## config.mk

```make
export PLATFORM = sky130hd
export DESIGN_NAME = bram_rw_fill
export DESIGN_NICKNAME = d
export VERILOG_FILES = /design/src/rtl/bram_rw_fill.sv
export SDC_FILE = /design/constraint.sdc
export NUM_CORES = 1
export LEC_CHECK = 0
export CORE_ASPECT_RATIO = 0.9
export CORE_MARGIN = 5
export CORE_UTILIZATION = 53
export CTS_BUF_LIST = sky130_fd_sc_hd__clkbuf_4 sky130_fd_sc_hd__clkbuf_8
export DETAILED_ROUTE_END_ITERATION = 10
export GPL_TIMING_DRIVEN = 0
export PLACE_DENSITY = 0.74
export SKIP_LAST_GASP = 1
export SLEW_MARGIN = 25
export SYNTH_ARGS = -nofsm -noshare
export SYNTH_HDL_FRONTEND = slang
export SYNTH_SLANG_ARGS = --single-unit
```

## constraint.sdc

```tcl
create_clock -name clk -period 2.7 [get_ports clk]
set_clock_uncertainty 0.05 [all_clocks]
set_input_delay 0.27 -clock clk [delete_from_list [all_inputs] [get_ports clk]]
set_output_delay 0.27 -clock clk [all_outputs]
set_load 0.05 [all_outputs]
```

## src/rtl/bram_rw_fill.sv

```systemverilog
// -----------------------------------------------------------------------------
// bram_rw_fill
//
// Single-clock block RAM with one synchronous write port, one registered read
// port and a fill engine that rewrites every word to INIT_VAL on request.
// Intended for small preloadable tables that are rewritten or cleared at
// runtime.
//
// Ports:
//   clk         system clock, all logic on the rising edge
//   rst_n       asynchronous active-low reset (does not touch the array)
//   wr_en       write request
//   wr_addr     write address
//   wr_data     write data
//   rd_en       read request
//   rd_addr     read address
//   data_out    read data, holds its last value between reads
//   valid_out   one-cycle pulse marking data_out valid
//   addr_err    sticky flag, set when an out-of-range address is presented
//   err_clr     clears addr_err (a same-cycle new error wins)
//   fill_start  starts the fill engine
//   busy        fill engine active; user requests are ignored while high
//
// Parameters:
//   DATA_W    word width
//   DEPTH     number of words, need not be a power of two
//   ADDR_W    address width, 2**ADDR_W >= DEPTH
//   INIT_VAL  power-up contents and fill value
//   READ_LAT  1 or 2; 2 adds an output register stage
// -----------------------------------------------------------------------------
module bram_rw_fill #(
    parameter int                DATA_W   = 8,
    parameter int                DEPTH    = 9,
    parameter int                ADDR_W   = 4,
    parameter logic [DATA_W-1:0] INIT_VAL = DATA_W'(1),
    parameter int                READ_LAT = 1
) (
    input  logic              clk,
    input  logic              rst_n,
    input  logic              wr_en,
    input  logic [ADDR_W-1:0] wr_addr,
    input  logic [DATA_W-1:0] wr_data,
    input  logic              rd_en,
    input  logic [ADDR_W-1:0] rd_addr,
    output logic [DATA_W-1:0] data_out,
    output logic              valid_out,
    output logic              addr_err,
    input  logic              err_clr,
    input  logic              fill_start,
    output logic              busy
);

    // One extra bit so that DEPTH == 2**ADDR_W is still representable.
    localparam logic [ADDR_W:0]   DEPTH_X = (ADDR_W + 1)'(DEPTH);
    localparam logic [ADDR_W-1:0] LAST    = ADDR_W'(DEPTH - 1);

    typedef enum logic {
        IDLE,
        FILL
    } fill_state_t;

    fill_state_t       state, state_next;
    logic [ADDR_W-1:0] cnt, cnt_next;
    logic              fill_we;

    // The array is never reset; it powers up holding INIT_VAL everywhere.
    logic [DATA_W-1:0] mem [DEPTH] = '{default: INIT_VAL};

    logic wr_in_range;
    logic rd_in_range;
    logic wr_ok;
    logic rd_ok;
    logic err_new;

    logic [DATA_W-1:0] s1_data;
    logic              s1_valid;

    assign busy        = (state == FILL);
    assign wr_in_range = ({1'b0, wr_addr} < DEPTH_X);
    assign rd_in_range = ({1'b0, rd_addr} < DEPTH_X);

    // User requests only count while the fill engine is idle.
    assign wr_ok   = !busy && wr_en && wr_in_range;
    assign rd_ok   = !busy && rd_en && rd_in_range;
    assign err_new = !busy && ((wr_en && !wr_in_range) || (rd_en && !rd_in_range));

    // Fill state and counter register.
    always_ff @(posedge clk or negedge rst_n) begin
        if (!rst_n) begin
            state <= IDLE;
            cnt   <= '0;
        end else begin
            state <= state_next;
            cnt   <= cnt_next;
        end
    end

    // Fill next-state logic: walk cnt from 0 to DEPTH-1, one word per cycle,
    // then return to IDLE so busy lasts exactly DEPTH cycles.
    always_comb begin
        state_next = state;
        cnt_next   = cnt;
        fill_we    = 1'b0;
        case (state)
            IDLE: begin
                if (fill_start) begin
                    state_next = FILL;
                    cnt_next   = '0;
                end
            end
            FILL: begin
                fill_we = 1'b1;
                if (cnt == LAST) begin
                    state_next = IDLE;
                    cnt_next   = '0;
                end else begin
                    cnt_next = cnt + 1'b1;
                end
            end
            default: begin
                state_next = IDLE;
                cnt_next   = '0;
            end
        endcase
    end

    // Single write port shared by the fill engine and the user; they never
    // collide because user writes are blocked while busy.
    always_ff @(posedge clk) begin
        if (fill_we) begin
            mem[cnt] <= INIT_VAL;
        end else if (wr_ok) begin
            mem[wr_addr] <= wr_data;
        end
    end

    // First read stage. Non-blocking semantics give read-first behaviour when
    // the same address is written on the same edge.
    always_ff @(posedge clk or negedge rst_n) begin
        if (!rst_n) begin
            s1_data  <= '0;
            s1_valid <= 1'b0;
        end else begin
            s1_valid <= rd_ok;
            if (rd_ok) begin
                s1_data <= mem[rd_addr];
            end
        end
    end

    // Sticky error flag; a fresh error outranks a clear on the same edge.
    always_ff @(posedge clk or negedge rst_n) begin
        if (!rst_n) begin
            addr_err <= 1'b0;
        end else if (err_new) begin
            addr_err <= 1'b1;
        end else if (err_clr) begin
            addr_err <= 1'b0;
        end
    end

    generate
        if (READ_LAT == 2) begin : g_lat2
            logic [DATA_W-1:0] s2_data;
            logic              s2_valid;

            // Optional output stage; data only moves on a valid beat so the
            // output holds between reads.
            always_ff @(posedge clk or negedge rst_n) begin
                if (!rst_n) begin
                    s2_data  <= '0;
                    s2_valid <= 1'b0;
                end else begin
                    s2_valid <= s1_valid;
                    if (s1_valid) begin
                        s2_data <= s1_data;
                    end
                end
            end

            assign data_out  = s2_data;
            assign valid_out = s2_valid;
        end else begin : g_lat1
            assign data_out  = s1_data;
            assign valid_out = s1_valid;
        end
    endgenerate

endmodule

```

==> run_results.csv, run 1 <==
group,metric,value,unit
timing,tightest_slew,0.902,ns
detailed_routing,vias_per_cell,5.57,
synthesis,yosys_register_bits,87,
setup_path,slowest_delay,0.69,ns
placed_design,dp_hpwl,4670,um
placed_design,placed_area,0.00409,mm^2
global_route,track_usage,16.9,%
cells_and_area,fin_area,0.00430,mm^2
detailed_routing,firstDrtPassIters,4,
detailed_routing,wirelength,6700,um
timing,hold_viol_final,0,
clock_network,htreeDepth,3,
setup_path,r2r-start,"busy$_DFF_PN0_",
detailed_routing,drc,0,
setup_path,worst-path-max-fanout,8,
clock_network,clkLatencyLatePin,0.35,ns
floorplanning,die_w,97.9,um
power,cellPowerDensity,924,mW/mm^2
setup_path,critPathArrivalTime,2.57,ns
setup_path,critPathRequiredTime,2.63,ns
setup_path,cp_cell_sequence,"clkdlybuf4s50_1 > or3_1 > a21oi_1 > mux2_2 > nor2_1",
cells_and_area,stdcell_count,348,
global_route,antenna_found_initial,0,
detailed_routing,drt-initial-drc-count,97,
power,vdd_drop_max,0.615,mV
detailed_routing,wl_per_cell,19.3,um
clock_network,numCtsBuffers,9,
synthesis,syn_avg_cell_area,17.3,um^2
setup_path,setup.worst_path.start,"wr_addr[1]",
detailed_routing,ant_nets,0,
setup_path,critPathLaunchType,"input port",
run,maxCapViolCount,0,
setup_path,critPathKind,"input port to flop",
cells_and_area,nNetsFinal,277,
timing,period_needed,2.64,ns
floorplanning,start_util,55.3,%
floorplanning,coreArea,0.00666,mm^2
cells_and_area,fillCellCount,486,
synthesis,async_flop_share,17.2,%
floorplanning,fp-row-count,28,
setup_path,end_kind,"flop",
setup_path,rrSetupSlack,0.27,ns
global_route,grt.overflow.total,0,
clock_network,cts_sinks,87,
setup_path,rr_endpoint,"mem[3][2]$_DFFE_PP_",
synthesis,syn_inst,213,
status,status,"complete, no violations",
timing,finalSetupViolCount,0,
cells_and_area,area_delta_synth_final,16.7,%
floorplanning,design.die.area,0.00872,mm^2
clock_network,cts_tree,"built",
global_route,grt_max_degree,16,
global_route,grt_pass1_wl,10700,um
placed_design,gp_congestion,0.809,
synthesis,synth_nets,237,
global_route,grt_pass1_vias,1910,
synthesis,synth-seq-area-share,68.9,%
floorplanning,die_height,89.1,um
timing,setup_tns,0,ns
synthesis,synth_most_common_cell,"edfxtp_1",
cells_and_area,fin_util,64.6,%
detailed_routing,num_vias,1938,
synthesis,synth_top_area_share,58.7,%
floorplanning,num_io_pins,33,
synthesis,synth.yosys.warnings,0,
clock_network,clock_path_buffers,2,
timing,relSlewSlack,39.7,%
clock_network,clk_pin_slew,0.08,ns
synthesis,ys_top_cells_by_count,"edfxtp_1 (72), dfrtp_1 (15), nor2_1 (15), mux4_1 (13)",
worst_hold_path,hp-class,"input port to asynchronous set/reset pin",
setup_path,crit_slowest_cell,"nor2_1",
timing,final_max_slew_viol_count,0,
timing,fin_crit_sh,97.9,%
setup_path,rr_worst_depth,4,
timing,rsz0062_at_grt,"yes",
synthesis,netlist_area,0.00368,mm^2
placed_design,dp.cells,332,
placed_design,io_buffer_count,28,
cells_and_area,antenna_cells,0,
clock_network,root_buffer,"clkbuf_8",
cells_and_area,drive_above_1_share,15.5,%
clock_network,cts_setup_buffers,0,
synthesis,synth_cell_types,36,
synthesis,synth_edf_count,72,
synthesis,synth_ff_type,"edfxtp_1",
synthesis,ys_top_cells_by_area,"edfxtp_1 (59%), dfrtp_1 (10%), mux4_1 (9.3%)",
synthesis,yosysTopAreaCell,"edfxtp_1",
power,leakage,1.53,nW
timing,max_clock_freq,378,MHz
[layer usage]
metal	global-route usage (%)	wire length, um	vias up
li1	-	-	911
met1	23.5	3140	963
met2	25.7	3120	53
met3	4.68	342	11
met4	7.04	103	0
met5	0	0	-
[timing repair]
item	in CTS	in global routing
gates resized for setup	0	2
hold buffers	0	0
setup endpoints to repair	0	18
hold endpoints to repair	0	0
[critical path: cells and delay by family]
family	cells	cell delay, ns
compound gates	1	0.30
buf+inv	1	0.47
mux	1	0.39
simple gates	2	1.13
[flip-flops by register name (all words and copies together) (netlist names)]
signal / flops
addr_err: 1
busy: 1
cnt: 4
data_out: 8
mem: 72
valid_out: 1
[report_power, final]
part	internal [mW]	leakage, nW	switching, mW
clock network	0.485	0.108	0.433
registers	1.83	0.837	0.128
logic	0.404	0.584	0.690
total	2.72	1.53	1.25
[per-stage QoR]
step / setup slack [ns] / power [mW] / hold slack, ns
finish: 0.0558 / 3.97 / 0.289
global route: -0.00577 / 4.17 / 0.295
CTS: 0.0449 / 4.00 / 0.287
detailed placement: -0.296 / 3.09 / 0.426
global placement: -0.302 / 3.04 / 0.416
floorplan: 0.389 / 2.70 / -0.0756
[worst max path at each step]
stage,endpoint,slack (ns),cells past startpoint
6_report,mem[3][2]$_DFFE_PP_,0.06,5
3_3_place_gp,mem[7][6]$_DFFE_PP_,-0.30,5
2_1_floorplan,mem[8][0]$_DFFE_PP_,0.39,3
5_1_grt,mem[3][2]$_DFFE_PP_,-0.006,5
3_5_place_dp,mem[3][6]$_DFFE_PP_,-0.30,5
4_1_cts,mem[1][2]$_DFFE_PP_,0.04,6
[kinds of logic (layout without fill, tap and decap cells)]
logic type	Yosys count	after routing	share of synthesized area, %
flops	87	87	68.9
simple gates	47	47	6.39
mux	37	37	17.1
compound gates	22	22	3.70
buf+inv	17	62	2.99
fa+ha+maj	2	2	0.679
xor+xnor	1	1	0.238
[cell type report]
class | count | area (um^2) | area share (%)
sequential | 87 | 2540 | 59.0
multi-input combinational | 109 | 1050 | 24.4
tap | 90 | 113 | 2.62
clock buffer | 13 | 160 | 3.72
buffer | 10 | 83.8 | 1.95
inverter | 7 | 26.3 | 0.611
clock inverter | 3 | 43.8 | 1.02
timing repair buffer | 29 | 288 | 6.69
[placed cells by master (no fill, tap or decap), types with 3 or more instances in the layout]
cell type	netlist	layout
nand2_1	12	12
a21oi_1	4	4
and2_1	7	7
mux2i_1	12	12
o21ai_1	8	8
clkbuf_4	0	3
clkdlybuf4s50_1	0	28
nand2b_1	5	5
nor2_1	15	13
edfxtp_1	72	72
clkbuf_8	0	10
mux4_1	13	13
mux2_2	9	9
buf_2	3	3
inv_1	7	7
dfrtp_1	15	15
buf_6	3	3
mux4_2	3	3
No activity file was read; power rests on OpenSTA's default activity.
==> run 2: changes to the inputs <==
Settings changed: ABC_CLOCK_PERIOD_IN_PS set to 2700, CAP_MARGIN set to 5, CORE_MARGIN 5 to unset.
==> run_results.csv, run 2 (same netlist as run 1, synthesis figures left out) <==
group,metric,value,unit
worst_hold_path,hp-class,"input port to asynchronous set/reset pin",
clock_network,root_buffer,"clkbuf_8",
timing,max_clock_freq,381,MHz
power,p_sw,1.23,mW
floorplanning,coreArea,0.00666,mm^2
floorplanning,design.die.area,0.00729,mm^2
cells_and_area,largest_reg_flops,72,
placed_design,dp_hpwl,4450,um
global_route,top_usage_layer,"met2",
clock_network,clkLatencyLatePin,0.34,ns
placed_design,io_buffer_count,28,
global_route,met3_usage,5.43,%
cells_and_area,drive_above_1_share,15.9,%
global_route,grt.overflow.total,0,
detailed_routing,ant_nets,0,
timing,fin_ws,0.0743,ns
detailed_routing,drc,0,
detailed_routing,drt-initial-drc-count,76,
cells_and_area,fillCellCount,495,
clock_network,numCtsBuffers,9,
power,pwr-share-comb,28.0,%
setup_path,r2r-start,"busy$_DFF_PN0_",
power,power_frac_seq,50.5,%
clock_network,cts_tree,"built",
global_route,antenna_found_initial,0,
timing,setup_tns,0,ns
timing,finalSetupViolCount,0,
power,clkPwrFrac,21.5,%
status,status,"complete, no violations",
timing,tightest_slew,0.878,ns
clock_network,htreeDepth,3,
detailed_routing,firstDrtPassIters,4,
floorplanning,num_io_pins,33,
cells_and_area,nNetsFinal,277,
global_route,grt_max_degree,16,
timing,fin_crit_sh,97.2,%
detailed_routing,wl_per_cell,18.6,um
timing,rsz0062_at_grt,"yes",
floorplanning,start_util,55.3,%
clock_network,clock_path_buffers,2,
power,cellPowerDensity,907,mW/mm^2
power,vdd_drop_max,0.431,mV
global_route,grt_pass1_wl,10200,um
detailed_routing,vias_per_cell,5.60,
placed_design,place_ws,-0.341,ns
setup_path,rr_worst_depth,4,
power,swShare,31.7,%
clock_network,postCtsHoldBufs,0,
floorplanning,fp-row-count,28,
detailed_routing,num_vias,1950,
setup_path,end_kind,"flop",
global_route,grt_use_met2,30.8,%
setup_path,critPathRequiredTime,2.62,ns
timing,period_needed,2.63,ns
global_route,grt_pass1_vias,1928,
run,maxCapViolCount,0,
floorplanning,die_w,89.9,um
cells_and_area,ff_latch_area,0.00254,mm^2
global_route,track_usage,20.0,%
setup_path,critPathKind,"input port to flop",
power,leakage,1.51,nW
cells_and_area,antenna_cells,0,
placed_design,gp_congestion,0.746,
clock_network,cts_sinks,87,
cells_and_area,final_cell_mix,"edfxtp_1 (72), clkdlybuf4s50_1 (28), dfrtp_1 (15), mux4_1 (13)",
cells_and_area,area_delta_synth_final,16.4,%
timing,hold_viol_final,0,
clock_network,clk_pin_slew,0.08,ns
cells_and_area,multiInputGateArea,0.00105,mm^2
cells_and_area,final_common_cell,"edfxtp_1",
setup_path,critPathArrivalTime,2.54,ns
cells_and_area,top_register,"mem",
setup_path,worst-path-max-fanout,8,
detailed_routing,wirelength,6460,um
global_route,grtUsageMet1,28.0,%
timing,final_max_slew_viol_count,0,
timing,relSlewSlack,41.2,%
setup_path,critPathLaunchType,"input port",
power,p_int,2.65,mW
setup_path,rrSetupSlack,0.28,ns
floorplanning,die_height,81.1,um
setup_path,rr_endpoint,"mem[3][2]$_DFFE_PP_",
==> run 2: changes by cell type in the layout (fill, tap and decap cells not counted), sizes merged <==
cell,change
clkinv,-2
clkinvlp,+2
bufinv,-1
clkbuf,+1
==> run 2: how the worst max path moves through the flow <==
| stage | startpoint | endpoint | slack [ns] | cells after the start |
|---|---|---|---|---|
| final | wr_addr[1] | mem[3][2]$_DFFE_PP_ | 0.07 | 5 |
| after global routing | wr_addr[1] | mem[7][3]$_DFFE_PP_ | -0.04 | 5 |
| after CTS | wr_addr[1] | mem[1][3]$_DFFE_PP_ | 0.02 | 6 |
| after detailed placement | wr_addr[1] | mem[1][6]$_DFFE_PP_ | -0.34 | 6 |
| after global placement | wr_addr[1] | mem[5][6]$_DFFE_PP_ | -0.28 | 6 |
| after floorplan | busy$_DFF_PN0_ | mem[8][0]$_DFFE_PP_ | 0.39 | 3 |
==> run 2: area by class of cell <==
cell class,instances,share of cell area (%)
tap,90,2.63
timing repair buffer,29,6.71
sequential,87,59.2
buffer,10,1.96
clock buffer,14,4.06
multi-input combinational,109,24.5
clock inverter,2,0.350
inverter,7,0.613
==> run 2: power by group through the flow <==
stage	Sequential, mW	Clock, mW	Combinational [mW]
5_1_grt	2.00	0.902	1.18
6_report	1.96	0.836	1.09
2_1_floorplan	2.17	0	0.536
3_5_place_dp	2.00	0	1.08
3_3_place_gp	1.98	0	1.06
4_1_cts	1.97	0.849	1.08
==> run 2: per-layer routing <==
| metal | wire [um] | vias to the layer above | part of all wire (%) |
|---|---|---|---|
| met1 | 3010 | 971 | 47 |
| met2 | 3020 | 60 | 47 |
| met3 | 349 | 6 | 5.4 |
| met5 | 0 | - | 0 |
| li1 | - | 913 | - |
| met4 | 83 | 0 | 1.3 |
==> run 2: stage by stage <==
stage / utilization [%] / power, mW / instances / hold slack (ns) / cell area [um^2]
after global routing: 64.4 / 4.08 / 348 / 0.317 / 4290
after CTS: 64.3 / 3.90 / 348 / 0.297 / 4280
after detailed placement: 61.5 / 3.08 / 332 / 0.424 / 4090
after global placement: 61.2 / 3.04 / 331 / 0.416 / 4080
after floorplan: - / 2.70 / 213 / -0.0756 / 3680
final: 64.4 / 3.89 / 348 / 0.292 / 4290
==> run 2: repair_timing <==
action | CTS | global route
buffers inserted | 0 | 0
endpoints found under the hold margin | 0 | 0
gates resized for setup | 0 | 3
endpoints found under the setup margin | 0 | 40
==> run 2: critical path, stage by stage <==
cell and delay [ns]:
clkdlybuf4s50_1 0.47, or3_1 0.43, a21oi_1 0.32, mux2_2 0.39, nor2_1 0.67
